<file path="src/rtl/seg7_bus_decoder.sv">
// Receive-side decoder for a multiplexed active-low 7-segment bus: recovers per-position digit codes.
// Optional build macro SEG7_BLANK_DETECT_EN treats an all-off segment pattern on one anode as a blank.
module seg7_bus_decoder #(
  parameter int NUM_DIGITS    = 4,
  parameter int STABLE_CYCLES = 8
) (
  input  logic                          clk,
  input  logic                          reset,
  input  logic [6:0]                    segs_in,
  input  logic [NUM_DIGITS-1:0]         an_in,
  output logic [3:0]                    digit_out,
  output logic [$clog2(NUM_DIGITS)-1:0] digit_idx,
  output logic                          digit_err,
  output logic                          digit_valid,
  input  logic                          digit_ready,
  output logic                          frame_done,
  output logic                          overrun,
  output logic [4*NUM_DIGITS-1:0]       digits_flat,
  output logic                          state_dbg
);

  localparam int IW = $clog2(NUM_DIGITS);
  localparam int CW = $clog2(STABLE_CYCLES);
  localparam int SW = 7 + NUM_DIGITS;
  localparam logic [CW-1:0] CNT_MAX = CW'(STABLE_CYCLES - 1);

  typedef enum logic {SETTLE = 1'b0, CAPTURED = 1'b1} state_t;

  // Stream handshake: a word transfers on any edge where digit_valid && digit_ready;
  // while digit_valid && !digit_ready the word outputs hold steady.

  logic [SW-1:0]         sync1, sync2, prev;
  logic [CW-1:0]         cnt;
  state_t                state, state_nx;
  logic [6:0]            s_segs;
  logic [NUM_DIGITS-1:0] an_low;
  logic                  stable, attempt, onehot, is_blank, capture;
  logic [IW-1:0]         cap_idx;
  logic [3:0]            dec_code;
  logic                  dec_err;

  assign s_segs    = sync2[SW-1 -: 7];
  assign an_low    = ~sync2[NUM_DIGITS-1:0];
  assign stable    = (sync2 == prev);
  assign attempt   = (state == SETTLE) && stable && (cnt == CNT_MAX);
  assign onehot    = (an_low != '0) && ((an_low & (an_low - 1'b1)) == '0);
  assign state_dbg = (state == CAPTURED);

`ifdef SEG7_BLANK_DETECT_EN
  assign is_blank = (s_segs == 7'h7F);
`else
  assign is_blank = 1'b0;
`endif

  assign capture = attempt && onehot && !is_blank;

  always_comb begin
    cap_idx = '0;
    for (int i = 0; i < NUM_DIGITS; i++) begin
      if (an_low[i]) cap_idx = IW'(i);
    end
  end

  always_comb begin
    dec_err  = 1'b0;
    dec_code = 4'h0;
    case (s_segs)
      7'b1000000: dec_code = 4'h0;
      7'b1111001: dec_code = 4'h1;
      7'b0100100: dec_code = 4'h2;
      7'b0110000: dec_code = 4'h3;
      7'b0011001: dec_code = 4'h4;
      7'b0010010: dec_code = 4'h5;
      7'b0000010: dec_code = 4'h6;
      7'b1111000: dec_code = 4'h7;
      7'b0000000: dec_code = 4'h8;
      7'b0010000: dec_code = 4'h9;
      7'b0001000: dec_code = 4'hA;
      7'b0000011: dec_code = 4'hB;
      7'b1011111: dec_code = 4'hC;
      7'b1001111: dec_code = 4'hD;
      7'b1111101: dec_code = 4'hE;
      7'b0000111: dec_code = 4'hF;
      default:    dec_err  = 1'b1;
    endcase
  end

  // A held value gets exactly one capture attempt; any change re-arms the window.
  always_comb begin
    state_nx = state;
    if (!stable)      state_nx = SETTLE;
    else if (attempt) state_nx = CAPTURED;
  end

  always_ff @(posedge clk) begin
    if (reset) begin
      sync1 <= '1;
      sync2 <= '1;
      prev  <= '1;
      cnt   <= '0;
      state <= SETTLE;
    end else begin
      sync1 <= {segs_in, an_in};
      sync2 <= sync1;
      prev  <= sync2;
      state <= state_nx;
      if (!stable)             cnt <= '0;
      else if (cnt != CNT_MAX) cnt <= cnt + 1'b1;
    end
  end

  always_ff @(posedge clk) begin
    if (reset) begin
      digit_out   <= '0;
      digit_idx   <= '0;
      digit_err   <= 1'b0;
      digit_valid <= 1'b0;
      frame_done  <= 1'b0;
      overrun     <= 1'b0;
      digits_flat <= '0;
    end else begin
      frame_done <= 1'b0;
      if (digit_valid && digit_ready) digit_valid <= 1'b0;
      if (capture) begin
        for (int i = 0; i < NUM_DIGITS; i++) begin
          if (IW'(i) == cap_idx) digits_flat[4*i +: 4] <= dec_err ? 4'h0 : dec_code;
        end
        frame_done <= (cap_idx == IW'(NUM_DIGITS - 1));
        if (!digit_valid || digit_ready) begin
          digit_out   <= dec_err ? 4'h0 : dec_code;
          digit_idx   <= cap_idx;
          digit_err   <= dec_err;
          digit_valid <= 1'b1;
        end else begin
          overrun <= 1'b1;
        end
      end
    end
  end

endmodule
</file>
<file path="config.mk">
export PLATFORM = sky130hd
export DESIGN_NAME = seg7_bus_decoder
export DESIGN_NICKNAME = d
export VERILOG_FILES = /design/src/rtl/seg7_bus_decoder.sv
export SDC_FILE = /design/constraint.sdc
export NUM_CORES = 1
export LEC_CHECK = 0
export CAP_MARGIN = 0
export CORE_UTILIZATION = 40
export CTS_CLUSTER_DIAMETER = 60
export DETAILED_ROUTE_END_ITERATION = 10
export GPL_ROUTABILITY_DRIVEN = 0
export PLACE_DENSITY = 0.63
export SYNTH_ARGS = -nofsm -noshare
export SYNTH_HDL_FRONTEND = slang
export SYNTH_SLANG_ARGS = --single-unit
</file>
<file path="constraint.sdc">
create_clock -name clk -period 4.28 [get_ports clk]
set_input_delay 0.642 -clock clk [delete_from_list [all_inputs] [get_ports clk]]
set_output_delay 0.642 -clock clk [all_outputs]
set_load 0.03 [all_outputs]
</file>
==> flow_summary.toml <==
[clock_network]
clk_latency_ps = 330
cts.path.max_buffers = 2
clock_sinks = 63
htree_levels = 3
ctsResizeCount = 0
tritoncts = "built"
ctsHoldBuffers = 0
cts_setup_buffers = 0
cts_buffers = 9
clk_pin_slew_ps = 70
root_buffer = "clkbuf_8"

[layout]
syn_to_final_growth_pct = 21.8
antennaDiodeCount = 0
fin_nets = 308
instances_no_fill = 374
design_area_sq_um = 3210
post-route-util_pct = 50.5
layout-drive-gt1-share_pct = 19.2

[timing]
fin_hold_ws_ps = 401
setup_tns_ps = 0
relSlewSlack_pct = 37.1
layout_setup_ws_ps = 2120
hold_violations = 0
fin_crit_ps = 2160
rsz0062_at_grt = "no"
finalSetupViolCount = 0
clock.fmax_ghz = 0.462
worst_pin_slew_ps = 943
drv_slew = 0
skew_ps = 6.98
fin_crit_sh_pct = 50.6

[yosys]
ys_ff_latch = 63
ys.flop_type = "dfxtp_1"
seq_area_frac_synth_pct = 47.9
synth_area_per_cell_sq_um = 10.1
synth-edff-count = 0
synth_top_area_cell = "dfxtp_1"
synthesis.area_sq_um = 2630
syn-num-nets = 276
synth_top_cell_area_share_pct = 47.9
yosys.cell_types.count = 43
yosysMostFrequentCell = "dfxtp_1"
netlist_top_cells_count = "63 x dfxtp_1, 33 x or2_2, 17 x mux2i_1"
synth_async_sr_flop_share_pct = 0
synth_cells = 260
yosys_warnings = 0
synth_area_leaders = "dfxtp_1 48%, or2_2 7.8%, mux2i_1 6.5%"

[job]
cap_viol_max_count = 0

[setup_path]
crit_arrival_ps = 2370
critPathKind = "reg -> reg"
worstPathRequired_ps = 4480
regToRegSetupSlack_ps = 2120
reg2reg_from = "cnt[0]"
cp_max_fo = 6
crit_slowest_cell = "nand4b_1"
start_kind = "flip-flop"
reg2reg_to = "digits_flat[3]"
cp_num_buf_inv = 0
critPathCaptureType = "flip-flop"
r2r_cells = 7
slowest_delay_ps = 380
worstPathCellList = "ha_1 -> ha_1 -> nor2b_1 -> nand3_1 -> nor4_4 -> nand4b_1 -> mux2i_1"
crit_top_cell = "ha_1"
critical_path.top_delay_family = "simple AND/OR/NAND/NOR gates"

[detailed_routing]
num_vias = 1869
wirelength_mm = 4.93
drtIter0Drc = 93
routedWlPerCell_um = 13.2
drc = 0
first_pass_iters = 4
viasPerCell = 5.00
final_antenna_net_count = 0

[placement]
port_buffers = 40
dp_slack_ps = 2150
placedCellCount = 358
dp_hpwl_mm = 3.31
placed_cell_area_sq_um = 3030

[min_path]
min_path_cells = 1
worstHoldStart = "sync1[3]"
min_path_type = "reg -> reg"
holdPathEnd = "sync2[3]"

[outcome]
outcome = "completed"

[floorplan]
die_h_um = 83.1
initial_core_util_pct = 41.5
rows = 29
core_area_sq_um = 6350
die_w_um = 83.1
io_pins = 41
die-area_sq_um = 6910

[global_route]
grt_pass1_wl_mm = 8.39
grt_pass1_vias = 1714
grt_max_degree = 67
grt.total_usage_pct = 15.4
grt_overflow = 0
antenna_found_initial = 0

[power_and_ir_drop]
total_power_mw = 1.14
leakage_nw = 1.28
cellPowerDensity_nw_per_um2 = 355
max-vdd-ir-drop_uv = 249
how the worst max path moves through the flow:
stage	start	to	slack (ps)	cells after the start
3_5_place_dp	cnt[0]	digit_idx[0]	2150	7
6_report	cnt[0]	digits_flat[3]	2120	7
3_3_place_gp	cnt[0]	digits_flat[3]	2220	7
5_1_grt	cnt[0]	digit_err	1950	7
2_1_floorplan	cnt[0]	digit_err	2270	8
4_1_cts	cnt[0]	digit_idx[1]	2140	7
cells in the final DEF, fill, tap and decap left out, drive strengths merged, types with 3 or more instances in the layout:
master and count:
nand3b 5, xor2 3, nor2b 7, clkbuf 13
nand3 4, nor4 4, dfxtp 63, nand4 4
o21bai 3, mux2i 17, nand2 9, nor2 13
clkdlybuf4s50 39, a21oi 10, mux2 3, or4 4
o21ai 7, nand4b 3, nand2b 14, or2 33
xnor2 11, and3b 3
layer usage:
layer	part of all wire (%)	track usage, %	wire length [um]	vias to the layer above
met5	0	0	0	-
met4	1.9	7.52	94	0
met3	4.1	4.77	204	9
met2	44	22.0	2180	39
met1	50	21.1	2450	873
li1	-	-	-	948
layout make-up:
type,count,area (sq um)
clock inverter,3,17.5
clock buffer,13,159
timing repair buffer,40,395
inverter,2,7.51
tap,77,96.3
sequential,63,1260
fill,586,3140
multi-input combinational,176,1270
power by group:
| group | internal (mW) | total [mW] | switching (mW) | leakage (nW) |
|---|---|---|---|---|
| sequential | 0.599 | 0.614 | 0.0151 | 0.514 |
| clock | 0.240 | 0.456 | 0.216 | 0.0894 |
| combinational | 0.0372 | 0.0683 | 0.0311 | 0.674 |
registers in the layout, indices dropped and copies added (netlist names):
name and count:
digit_idx 2, prev 11, sync1 11, overrun 1, digit_err 1, digit_out 4, sync2 11, cnt 3
frame_done 1, digit_valid 1, state_dbg 1, digits_flat 16
logic make-up after synthesis:
family | Yosys count | share of synthesized area (%)
simple gates | 112 | 26.9
compound gates | 28 | 6.84
xor+xnor | 14 | 5.80
buf+inv | 21 | 3.85
flops | 63 | 47.9
mux | 20 | 7.75
fa+ha+maj | 2 | 0.950
No activity file was read; power rests on OpenSTA's default activity.
==> RTL edit 1, RTL diff (same flow settings) <==
Make the reset (`reset`) asynchronous in 2 clocked blocks.
--- a/src/rtl/seg7_bus_decoder.sv
+++ b/src/rtl/seg7_bus_decoder.sv
@@ -92,7 +92,7 @@
     else if (attempt) state_nx = CAPTURED;
   end
 
-  always_ff @(posedge clk) begin
+  always_ff @(posedge clk or posedge reset) begin
     if (reset) begin
       sync1 <= '1;
       sync2 <= '1;
@@ -109,7 +109,7 @@
     end
   end
 
-  always_ff @(posedge clk) begin
+  always_ff @(posedge clk or posedge reset) begin
     if (reset) begin
       digit_out   <= '0;
       digit_idx   <= '0;
Behaviour: differs if reset is asserted again (counterexample within 10 cycles, from zero or initial values and one cycle with reset high); with reset held inactive, the same outputs for 10 cycles.
==> RTL edit 1 against the unedited design <==
Sequential cell count is the same; worst setup slack lost 0.34 ns; synthesized area is the same; cell area grew 3.1%; first-iteration DRC count shrank 43%; global-route usage grew 0.054 points; power grew 8.6%; routed wire length shrank 1.1%; combinational power shrank 14%; critical endpoint is now digit_out[3]$_DFFE_PP0P_; largest power group unchanged.
==> RTL edit 1: results (changes against the unedited design) <==
* Peak supply drop at 0.0002136 V (-14%)
* Synth async-reset ratio at 100.0% (+100 points)
* Worst slew margin at 50.60% (+13 points)
* Sequential fraction of the synthesis area at 61.45% (+14 points)
* Min Hold Slack at 0.3554 ns (-0.04596 ns)
* Synth top area cells: dfstp_2, dfrtp_1, mux2_2
* Commonest cells post-synth: dfstp_2, dfrtp_1, mux2_2
* GRT Total Usage at 15.47% (+0.054 points)
* Logic inverters at 4 (+2)
* DP Area at 0.003098 mm^2 (+2.2%)
* Worst Hold Path Cells at 0 (-1)
* Post-route insts no fill at 317 (-15%)
* Largest net degree at the start of global routing at 35 (-48%)
* Count of multi-input combinational gates at 115 (-35%)
* Final nets at 251 (-19%)
* Repair and plain buffers at 42 (+5.0%)
* Post-DP HPWL at 3258 um (-1.5%)
* R2R Setup Slk at 1.77 ns (-0.34 ns)
* Hold Path End: sync2[4]$_DFF_PP1_
* Arrival @ worst endpoint at 2.72 ns (+0.35 ns)
* CP max FO at 15 (+9)
* Buffering overhead at 12.56% (+0.23 points)
* Pwr/cell area at 373.9 mW/mm^2 (+5.3%)
* Sequential share of power at 52.3% (-1.7 points)
* P_sw at 0.0002695 W (+2.9%)
* # fillers at 524 (-11%)
* Combinational power share at 4.8% (-1.2 points)
* Clock tree cell share of total cell area at 6.319% (+0.82 points)
* Status: completed
* RR Startpoint: sync2[6]$_DFF_PP1_
* Global-route wire length before repair at 8155 um (-2.8%)
* R2r worst-path depth at 5 (-2)
* Distinct cells, synth at 42 (-2.3%)
* 1st-iter DRT viols at 53 (-43%)
* Syn Area/Cell at 13.71 um^2 (+35%)
* Pleak at 1.414 nW (+11%)
* Fmax at 399.0 MHz (-14%)
* Final instance area at 0.003307 mm^2 (+3.1%)
* Multi-input combinational area share at 28.83% (-11 points)
* Syn nets at 208 (-25%)
* Avg WL per Cell at 15.37 um (+17%)
* Slowest stage cell, crit path: dfstp_2
* Vias in the first global route at 1,601 (-6.6%)
* Layout cells sized above 1 at 35.00% (+16 points)
-- RTL edit 1: layer usage --
metal | GRT usage (%) | vias up | share of wire [%]
met3 | 5.070 | 9 | 5.4
met2 | 20.79 | 44 | 45
met5 | 0 | - | 0
met1 | 22.07 | 805 | 48
met4 | 8.307 | 0 | 1.7
li1 | - | 767 | -
-- RTL edit 1: worst reg2reg max path: cells and delay by family (launching register included) --
kind             cells  cell delay (ns)
AND/OR/NAND/NOR      3             1.19
multiplexers         1             0.40
XOR/XNOR             1             0.12
flip-flops           1             0.69
-- RTL edit 1: cell families (layout without fill, tap and decap cells) --
kind of cell    Yosys count  in the layout  synth area share [%]
mux                      25             25                 10.60
buf+inv                  14             62                 2.329
flops                    63             63                 61.45
fa+ha+maj                 2              2                0.9504
simple gates             55             55                 15.49
xor+xnor                 14             14                 4.658
compound gates           19             19                 4.516
==> RTL edit 2, RTL diff (config.mk and constraints unchanged) <==
Without the edit above. The option `SEG7_BLANK_DETECT_EN` is turned on by a define.
--- a/src/rtl/seg7_bus_decoder.sv
+++ b/src/rtl/seg7_bus_decoder.sv
@@ -1,5 +1,7 @@
 // Receive-side decoder for a multiplexed active-low 7-segment bus: recovers per-position digit codes.
 // Optional build macro SEG7_BLANK_DETECT_EN treats an all-off segment pattern on one anode as a blank.
+`define SEG7_BLANK_DETECT_EN
+
 module seg7_bus_decoder #(
   parameter int NUM_DIGITS    = 4,
   parameter int STABLE_CYCLES = 8
Check against the original RTL: no difference found for any inputs over 10 cycles, from zero or initial values and one cycle with reset high; that may be too few to reach the edited logic, so the function may still have changed.
==> RTL edit 2 against the unedited design <==
Sequential cell count unchanged; synthesized area fell by 0.81%; cell area shrank 0.12%; critical path depth is 2 lower; power is 3.9% higher; clock skew increased by 0.0021 ns; first-iteration DRC count shrank 42%; routed wire length shrank 4.0%; hold slack better by 0.0063 ns; worst setup slack better by 0.068 ns.
==> RTL edit 2: results (changes against the unedited design) <==
* Arrival @ worst endpoint at between 2 and 2.5 ns
* Worst min path class: flip-flop to flip-flop
* Clock skew at 0.009089 ns (+0.002112 ns)
* Post-DP HPWL at 3201 um (-3.2%)
* Status: completed
* Via Count at 1,803 (-3.5%)
* Distinct cells, synth at 47 (+9.3%)
* # fillers at 621 (+6.0%)
* CP max FO at 13 (+7)
* Top reg by flops: digits_flat
* Syn. warnings at 0 (unchanged)
* H-tree depth at 3 (unchanged)
* IO Port Bufs at 40 (unchanged)
* GRT Total Usage at 15.83% (+0.41 points)
* Met2 Use GR at 23.77% (+1.8 points)
* Postcts setup bufs at 0 (unchanged)
* Clock buffer depth at 2 (unchanged)
* Max reg flops at 16 (unchanged)
* Root buf cell: clkbuf_8
* Layout cells sized above 1 at 20.75% (+1.6 points)
* Family with the most delay on the worst path: simple AND/OR/NAND/NOR gates
* Area Overhead vs Synth at 22.66%
* Sw frac at 23.44% (+0.45 points)
* Detailed route wirelength on metal3 at 233 um (+14%)
* Syn nets at 271 (-1.8%)
* Global-route wire length before repair at 7914 um (-5.7%)
* Antenna violations before repair at 0 (unchanged)
* Synth top area cells: dfxtp_1, or2_2, mux2i_1
* Worst path max stage delay at 0.58 ns (+0.20 ns)
* Max Used Layer: met4
* Post-CTS Resized at 0 (unchanged)
* Commonest cells post-synth: dfxtp_1, or2_2, nand2_1
* Ant diodes at 0 (unchanged)
* CTS clock-pin slew for the worst setup and hold paths at 0.07 ns (about the same)
* Synth async-reset ratio at 0% (unchanged)
* 1st-iter DRT viols at 54 (-42%)
* Vias in the first global route at 1,655 (-3.4%)
* Wl on met1 at 2236 um (-8.7%)
* Met3 Use GR at 6.339% (+1.6 points)
* DP Area at 0.003013 mm^2 (-0.58%)
* Worst slew margin at 55.12% (+18 points)
* First drt pass iteration count at 4 (unchanged)
* Peak supply drop at 0.0002364 V (-4.9%)
* Pleak at 1.144 nW (-10%)
* Final nets at 305 (-0.97%)
* Largest net degree at the start of global routing at 48 (-28%)
* Slowest stage cell, crit path: dfxtp_1
* Met2 WL at 2212 um (+1.5%)
* Routed wire length at 4729 um (-4.0%)
* Sequential fraction of the synthesis area at 48.30% (+0.39 points)
* Worst-Skew Late Latency at 0.34 ns
* Met1 Use GR at 19.81% (-1.3 points)
* CTS Buf Count at 9 (unchanged)
[RTL edit 2: layout make-up]
cell class | count | area share (%)
flip-flops and latches | 63 | 39.38
multi-input cells | 173 | 38.83
repair buffers | 41 | 12.73
clock buffers | 11 | 4.102
well taps | 77 | 3.008
clock inverters | 5 | 1.836
inverters | 1 | 0.1172
[RTL edit 2: stage by stage]
stage,setup WS [ns],std cells
2_1_floorplan,2.485,255
3_3_place_gp,1.975,355
3_5_place_dp,1.918,355
4_1_cts,2.171,371
5_1_grt,2.012,371
6_report,2.184,371
[RTL edit 2: worst paths after layout]
path	start	end	slack [ns]	cells past startpoint
max reg2reg	sync2[4]$_SDFF_PP1_	digit_out[3]$_SDFFE_PP0P_	2.18	5
min reg2reg	sync1[8]$_SDFF_PP1_	sync2[8]$_SDFF_PP1_	0.41	1
max	sync2[4]$_SDFF_PP1_	digit_out[3]$_SDFFE_PP0P_	2.18	5
min	sync1[8]$_SDFF_PP1_	sync2[8]$_SDFF_PP1_	0.41	1
[RTL edit 2: power groups by stage]
stage | logic [W] | registers (W) | clock network, W
final | 0.0000768 | 0.000614 | 0.000493
after global routing | 0.0000852 | 0.000616 | 0.000542
after CTS | 0.0000774 | 0.000614 | 0.000508
after detailed placement | 0.0000769 | 0.000627 | 0
after global placement | 0.0000766 | 0.000627 | 0
after floorplan | 0.0000668 | 0.000617 | 0
[RTL edit 2: cells by family after synthesis]
kind of cell / Yosys count / synth area share (%)
flops: 63 / 48.30
mux: 21 / 8.050
buf+inv: 19 / 4.072
compound gates: 28 / 7.666
xor+xnor: 15 / 5.319
fa+ha+maj: 2 / 0.9582
simple gates: 107 / 25.64
[RTL edit 2: worst register-to-register path, delay by kind of cell, from the launching register on]
kind          cells  cell delay [ns]
simple gates      3             1.02
flops             1             0.58
mux               1             0.24
xor+xnor          1             0.17
